### src/rtl/pwm_multi.sv
// pwm_multi: NCH-channel PWM sharing one period counter, with double-buffered duty registers.
// Define PWM_CENTER_EN to build the center-aligned (up/down) counting mode selected by 'center'.
module pwm_multi #(
   parameter int NCH   = 4,
   parameter int CBITS = 21,
   localparam int LW   = (NCH > 1) ? $clog2(NCH) : 1
) (
   input  logic             clk,
   input  logic             rst,
   input  logic             en,
   input  logic [CBITS-1:0] period,
   input  logic             center,
   input  logic             load_valid,
   input  logic [LW-1:0]    load_ch,
   input  logic [CBITS-1:0] load_duty,
   output logic             load_ready,
   output logic [NCH-1:0]   pwm,
   output logic             period_tick
);

   localparam logic [CBITS-1:0] ONE = CBITS'(1);

   logic [CBITS-1:0] cnt;
   logic [CBITS-1:0] cnt_nxt;
   logic [CBITS-1:0] per_q;
   logic [CBITS-1:0] top;
   logic [CBITS-1:0] dact  [NCH];
   logic [CBITS-1:0] dpend [NCH];
   logic [NCH-1:0]   pf;
   logic             run;
   logic             wrap;
   logic             xfer;
   logic             accept;

   // Periods of 0 or 1 count never run: counter parked, outputs low, no ticks.
   assign top    = per_q - ONE;
   assign run    = en && (per_q > ONE);
   assign xfer   = !en || wrap;
   assign accept = load_valid && load_ready;

   always_comb begin
      load_ready = 1'b0;
      for (int i = 0; i < NCH; i++)
         if (load_ch == LW'(i)) load_ready = !pf[i];
   end

`ifdef PWM_CENTER_EN
   // state  | meaning
   // DIR_UP | counting up 0 .. per_q-1 (edge mode stays here)
   // DIR_DN | counting down per_q-2 .. 1, wrap at 1
   typedef enum logic {DIR_UP, DIR_DN} dir_t;

   dir_t dir;
   dir_t dir_nxt;
   logic center_q;

   always_comb begin
      cnt_nxt = cnt;
      dir_nxt = dir;
      wrap    = 1'b0;
      if (!run) begin
         cnt_nxt = '0;
         dir_nxt = DIR_UP;
      end else if (dir == DIR_DN) begin
         if (cnt == ONE) begin
            wrap    = 1'b1;
            cnt_nxt = '0;
            dir_nxt = DIR_UP;
         end else begin
            cnt_nxt = cnt - ONE;
         end
      end else if (cnt == top) begin
         // A 2-count center period has no down slope; the top is also the wrap.
         if (!center_q || cnt == ONE) begin
            wrap    = 1'b1;
            cnt_nxt = '0;
         end else begin
            dir_nxt = DIR_DN;
            cnt_nxt = cnt - ONE;
         end
      end else begin
         cnt_nxt = cnt + ONE;
      end
   end

   always_ff @(posedge clk or posedge rst) begin
      if (rst) begin
         dir      <= DIR_UP;
         center_q <= 1'b0;
      end else begin
         dir <= dir_nxt;
         if (xfer) center_q <= center;
      end
   end
`else
   logic center_unused;
   assign center_unused = center;

   always_comb begin
      cnt_nxt = cnt;
      wrap    = 1'b0;
      if (!run) begin
         cnt_nxt = '0;
      end else if (cnt == top) begin
         wrap    = 1'b1;
         cnt_nxt = '0;
      end else begin
         cnt_nxt = cnt + ONE;
      end
   end
`endif

   always_ff @(posedge clk or posedge rst) begin
      if (rst) begin
         cnt         <= '0;
         per_q       <= '0;
         pf          <= '0;
         pwm         <= '0;
         period_tick <= 1'b0;
         for (int i = 0; i < NCH; i++) begin
            dact[i]  <= '0;
            dpend[i] <= '0;
         end
      end else begin
         cnt         <= cnt_nxt;
         period_tick <= run && (cnt == '0);
         if (xfer) per_q <= period;
         for (int i = 0; i < NCH; i++) begin
            pwm[i] <= run && (cnt < dact[i]);
            if (xfer && pf[i]) begin
               dact[i] <= dpend[i];
               pf[i]   <= 1'b0;
            end
            // A write accepted in a wrap cycle lands after the transfer and stays pending.
            if (accept && load_ch == LW'(i)) begin
               dpend[i] <= load_duty;
               pf[i]    <= 1'b1;
            end
         end
      end
   end

endmodule
### config.mk
export PLATFORM = sky130hd
export DESIGN_NAME = pwm_multi
export DESIGN_NICKNAME = d
export VERILOG_FILES = /design/src/rtl/pwm_multi.sv
export SDC_FILE = /design/constraint.sdc
export NUM_CORES = 1
export LEC_CHECK = 0
export CAP_MARGIN = 10
export CELL_PAD_IN_SITES_DETAIL_PLACEMENT = 0
export CELL_PAD_IN_SITES_GLOBAL_PLACEMENT = 1
export CORE_ASPECT_RATIO = 2
export CORE_MARGIN = 3
export CORE_UTILIZATION = 45
export CTS_BUF_LIST = sky130_fd_sc_hd__clkbuf_4
export DETAILED_ROUTE_END_ITERATION = 8
export GPL_TIMING_DRIVEN = 0
export HOLD_SLACK_MARGIN = 0.12
export PLACE_DENSITY = 0.91
export SLEW_MARGIN = 5
export SYNTH_ARGS = -nofsm -noshare
export SYNTH_HDL_FRONTEND = slang
export SYNTH_SLANG_ARGS = --single-unit
### constraint.sdc
create_clock -name clk -period 8.4 [get_ports clk]
set_clock_uncertainty 0.2 [all_clocks]
set_input_delay 2.1 -clock clk [delete_from_list [all_inputs] [get_ports clk]]
set_output_delay 2.1 -clock clk [all_outputs]
set_load 0.05 [all_outputs]
==> results.cfg, run 1 <==
[floorplan]
rows = 91
core_um2 = 30860
dieWidth_um = 131.3
io_pins = 55
initial_core_util_pct = 45.77
die-height_um = 256.5
die_area_um2 = 33680

[layout]
seqCellArea_um2 = 5480
area_delta_synth_final_pct = 12.45
final_cell_mix = dfrtp_1, nor2_1, nand2_1, clkbuf_1, inv_1
final_cells = 2056
drive_gt1_share_pct = 11.73
fillCellCount = 2847
final_core_util_pct = 51.47
final_nets = 1731
multi_input_comb_area_um2 = 7747
final_common_cell = dfrtp_1

[detailed_routing]
drc = 0
first_pass_iters = 5
wire_per_inst_um = 21.58
routed_wl_mm = 44.37
antenna_left = 0
drt-initial-drc-count = 679
via_per_inst = 5.976
vias = 12290

[synth]
synthXorXnorAreaFrac_pct = 2.853
synth_nets = 1624
yosys_warnings = 0
synthSimpleGateAreaFrac_pct = 25.33
ys_ff_latch = 219
ys.flop_type = dfrtp_1
synthAdderAreaFrac_pct = 7.442
synth-compound-area-share_pct = 12.09
netlist-cell-type-count = 59
synth-edff-count = 0
syn_area_per_cell_um2 = 9.473
syn_area_um2 = 14120
synth_top_family_by_area = simple AND/OR/NAND/NOR gates
synth.mux.area_fraction_pct = 7.140
yosysSeqAreaShare_pct = 38.80
synthArstFlopShare_pct = 100.0
synth_cells = 1491

[global_route]
grt_pass1_vias = 12460
grtUsageTotal_pct = 26.33
antenna_found_initial = 1
grt_max_degree = 94
grt_pass1_wl_mm = 69.60
grt-ovfl-total = 0

[timing]
fin_ws_ps = 1948
tightest_slew_ps = 1151
period_minus_slack_ps = 6452
period_share_pct = 76.81
grt_setup_unrepaired = no
relSlewSlack_pct = 22.56
slew_viol_final = 0
holdWs_ps = 325.7
hold_viol = 0
setup_violations = 0
fmax_ghz = 0.1550

[worst_setup_path]
path_cells = clkdlybuf4s50_1, mux4_2, inv_1, clkdlybuf4s50_1
start_kind = input port
crit_path_max_fanout = 5
crit_type = input port to output port
cp.required_ps = 6100
cpPeakStageDelay_ps = 800
arrival_ps = 4150
crit_family = buffers and inverters
cpMostUsedCell = clkdlybuf4s50_1
cp_slowest_cell = clkdlybuf4s50_1
cp-end-kind = output port
critical_path_buf_inv_count = 3
reg2regPathDepth = 14
cp.depth = 4

[place]
dp.cells = 1963
place_congestion = 0.9294
dp_slack_ps = 1976
port_buffers = 52
place_hpwl_mm = 33.37

[cts]
clock_sinks = 219
cts_max_level = 2
clock_latency_ps = 740
cts_tree = yes
holdBufCountCts = 0
numCtsBuffers = 51
cts_root_buffer = clkbuf_4
cts_setup_buffers = 0
cts_buffer_depth = 3
clk_pin_slew_ps = 70
cts-resized-gates = 0

[power_and_ir_drop]
p_leak_nw = 7.517
total_power_mw = 2.838
ir_worst_vdd_uv = 82.96
pwr_density_cell_nw_per_um2 = 178.7

[flow_run]
drv_cap = 0

[worst_hold_path]
hp-class = flip-flop to flip-flop
min_path_cells = 1

[status]
outcome = complete, no violations
==> cell type report <==
cell class,count,area share [%]
Tap cell,418,3.293
Inverter,97,2.340
Antenna cell,1,0.01576
Clock inverter,21,0.7327
Buffer,121,3.348
Multi-Input combinational cell,1054,48.78
Clock buffer,71,3.356
Timing Repair Buffer,54,3.624
Sequential cell,219,34.51
==> per-layer routing <==
layer  vias up  GRT usage (%)  part of all wire, %
met5         -              0                    0
met4         0          21.58                  9.4
met3       160          3.180                  4.4
met2       387          47.03                   51
met1      6048          27.46                   35
li1       5692              -                    -
==> sequential cells by signal, indices dropped and copies added (netlist names) <==
register and cells:
cnt 21, dact 84, dpend 84, per_q 21, period_tick 1, pf 4
pwm 4
==> metrics by stage <==
step / area, um^2 / TNS (ps)
after global routing: 15880 / 0
after detailed placement: 15230 / 0
after CTS: 15880 / 0
after global placement: 15170 / -630940
after floorplan: 14120 / 0
final: 15880 / 0
==> logic make-up (layout without fill, tap and decap cells) <==
family                     after synthesis  in the layout
AOI/OAI and AO/OA                      226            226
xor gates and xnor gates                46             46
adders and majority gates               84             84
buffers and inverters                  218            364
DFF                                    219            219
muxes                                   89             89
other                                    0              1
and+or+nand+nor                        609            609
==> where the power goes <==
group / internal, mW / switching, mW / total (mW)
Combinational: 0.284 / 0.324 / 0.608
Sequential: 1.23 / 0.119 / 1.35
Clock: 0.423 / 0.461 / 0.885
==> cell usage after synthesis (2+ instances only) <==
master | n | share of area (%)
o21ai_0 | 22 | 0.78
nand3_1 | 16 | 0.57
and2_1 | 2 | 0.089
ha_1 | 84 | 7.4
inv_1 | 97 | 2.6
and3_1 | 8 | 0.35
buf_2 | 8 | 0.28
a211o_1 | 7 | 0.43
mux2i_1 | 4 | 0.28
xnor2_1 | 21 | 1.3
buf_6 | 9 | 0.72
and4_1 | 85 | 5.3
a21o_1 | 38 | 2.0
nor4_2 | 2 | 0.18
nor4b_1 | 3 | 0.19
o41ai_1 | 2 | 0.12
a21oi_1 | 15 | 0.53
nor3_1 | 10 | 0.35
nand4_1 | 14 | 0.62
nand2b_1 | 8 | 0.35
clkbuf_1 | 104 | 2.8
nor4bb_1 | 2 | 0.14
nor4_1 | 10 | 0.44
a211oi_1 | 2 | 0.11
o311ai_0 | 2 | 0.12
o221ai_1 | 85 | 5.3
o21a_1 | 4 | 0.21
dfrtp_1 | 219 | 39
xor2_1 | 25 | 1.6
nor3b_1 | 3 | 0.16
nor2_1 | 118 | 3.1
mux2_2 | 84 | 6.7
or3_1 | 89 | 3.9
a221oi_1 | 3 | 0.19
o21ai_1 | 11 | 0.39
or2_2 | 2 | 0.089
a31oi_1 | 19 | 0.84
nor2b_1 | 25 | 1.1
a41oi_1 | 3 | 0.19
o22ai_1 | 2 | 0.089
nand2_1 | 116 | 3.1
nand3b_1 | 85 | 4.5
a31o_2 | 3 | 0.19
o21bai_1 | 2 | 0.11
or4_1 | 4 | 0.21
==> final timing paths <==
| kind | from | slack (ps) | end |
|---|---|---|---|
| worst min-delay path | dpend[7] | 330 | dpend[7] |
| worst max register to register | per_q[0] | 3390 | per_q[20] |
| worst max-delay path | load_ch[0] | 1950 | load_ready |
| max in group asynchronous | rst | 5190 | dact[7] |
| min in group asynchronous | rst | 1530 | dact[51] |
| worst min register to register | dpend[7] | 330 | dpend[7] |
(Power assumes the default switching activity.)
==> run 2, diff against run 1 <==
- CORE_UTILIZATION: 45 -> 50
- PLACE_DENSITY: 0.91 -> 0.95
- clock period: 8.4 -> 6 ns (I/O delays scaled with it)
==> run 2 against run 1 <==
Sequential power up 40%; combinational power up 40%; utilization up 5.8 points; die area down 9.7%; critical path depth unchanged; largest cell class unchanged; highest routed layer unchanged; clock power up 39%; via count down 1.0%; clock-buffer cell count up 5; first-iteration DRC count up 5.7%; design area down 0.24%; total power up 40%.
==> results.cfg, run 2 (synthesized netlist as in run 1, its figures left out) <==
[layout]
final_common_cell = dfrtp_1
drive_gt1_share_pct = 12.20
final_cells = 1992
design_area_um2 = 15840
top_regs = dact (84), dpend (84)
area_delta_synth_final_pct = 12.18
final_nets = 1737
fillCellCount = 2495
final_cell_mix = dfrtp_1, nor2_1, nand2_1, clkbuf_1, inv_1

[worst_setup_path]
start_kind = input port
reg2reg_setup_slack_ps = 740
cp.required_ps = 4300
rr_startpoint = per_q[0]
cp-end-kind = output port
r2r_end = per_q[20]
crit_type = input port to output port
arrival_ps = 3570
crit_path_max_fanout = 5
reg2regPathDepth = 14

[timing]
grt_setup_unrepaired = no
setup_tns_ps = 0
relSlewSlack_pct = 21.12
slew_viol_final = 0
tightest_slew_ps = 1172
fmax_ghz = 0.1896
holdWs_ps = 325.9
period_share_pct = 87.91
fin_ws_ps = 725.4
setup_violations = 0
hold_viol = 0
period_minus_slack_ps = 5275

[global_route]
grtUsageTotal_pct = 28.97
grt-ovfl-total = 0
grt_pass1_wl_mm = 69.12
grt_max_degree = 40
antenna_found_initial = 1
grt_pass1_vias = 12570

[cts]
clk_pin_slew_ps = 70
cts_root_buffer = clkbuf_4
cts_max_level = 2
cts_buffer_depth = 3
holdBufCountCts = 0
clock_sinks = 219
cts_tree = yes
cts_setup_buffers = 0
cts-resized-gates = 0
numCtsBuffers = 53
clock_latency_ps = 750

[detailed_routing]
antenna_left = 0
wire_per_inst_um = 22.18
vias = 12160
routed_wl_mm = 44.19
drc = 0
via_per_inst = 6.104
drt-initial-drc-count = 718
first_pass_iters = 5

[floorplan]
core_um2 = 27650
io_pins = 55
die-height_um = 243.7
rows = 86
dieWidth_um = 124.8
die_area_um2 = 30420
initial_core_util_pct = 51.07

[power_and_ir_drop]
pwr_density_cell_nw_per_um2 = 250.4
p_leak_nw = 7.538
ir_worst_vdd_uv = 147.1

[worst_hold_path]
hold_start = dpend[4]
worstHoldEndpoint = dpend[4]
hp-class = flip-flop to flip-flop
min_path_cells = 1

[place]
placed_cell_area_um2 = 15210
dp.cells = 1901
place_congestion = 0.9432
port_buffers = 52
place_hpwl_mm = 33.10
dp_slack_ps = 761.1

[status]
outcome = complete, no violations

[flow_run]
drv_cap = 0
run 2: layout make-up:
class / count / area [um^2] / area share, %
antenna: 1 / 2.502 / 0.01579
buffer: 121 / 531.8 / 3.356
clock buffer: 76 / 570.5 / 3.601
clock inverter: 14 / 62.56 / 0.3949
inverter: 97 / 367.9 / 2.322
multi-input combinational: 1054 / 7747 / 48.90
sequential: 219 / 5480 / 34.59
tap: 352 / 440.4 / 2.780
timing repair buffer: 58 / 640.6 / 4.043
run 2: worst max path at each step:
stage | slack, ps | start | to
floorplan | 1450 | rst | cnt[0]
global placement | -320 | rst | per_q[5]
detailed placement | 760 | load_ch[0] | load_ready
CTS | 750 | load_ch[0] | load_ready
global route | 540 | per_q[0] | per_q[20]
finish | 730 | load_ch[0] | load_ready
run 2: through the flow:
step | util [%] | power (mW)
floorplan | - | 2.481
global placement | 54.56 | 2.700
detailed placement | 55.00 | 2.757
CTS | 57.28 | 3.988
global route | 57.29 | 4.194
finish | 57.29 | 3.968
run 2: worst max-delay path, stage by stage:
cell and delay [ps]:
clkdlybuf4s50_1 620, mux4_2 580, inv_1 70, clkdlybuf4s50_1 790
run 2: report_power, final:
group          internal (mW)  total [mW]  switching (mW)
combinational          0.401       0.852           0.451
sequential              1.72        1.89           0.169
clock                  0.578        1.23           0.652
total                   2.70        3.97            1.27
run 2: routing by layer:
metal	vias up	wire length [um]	track usage, %	part of all wire (%)
met5	-	0	0	0
met4	0	4578	24.87	10
met3	167	2005	4.212	4.5
met2	367	21720	49.94	49
met1	5940	15890	30.65	36
li1	5686	-	-	-
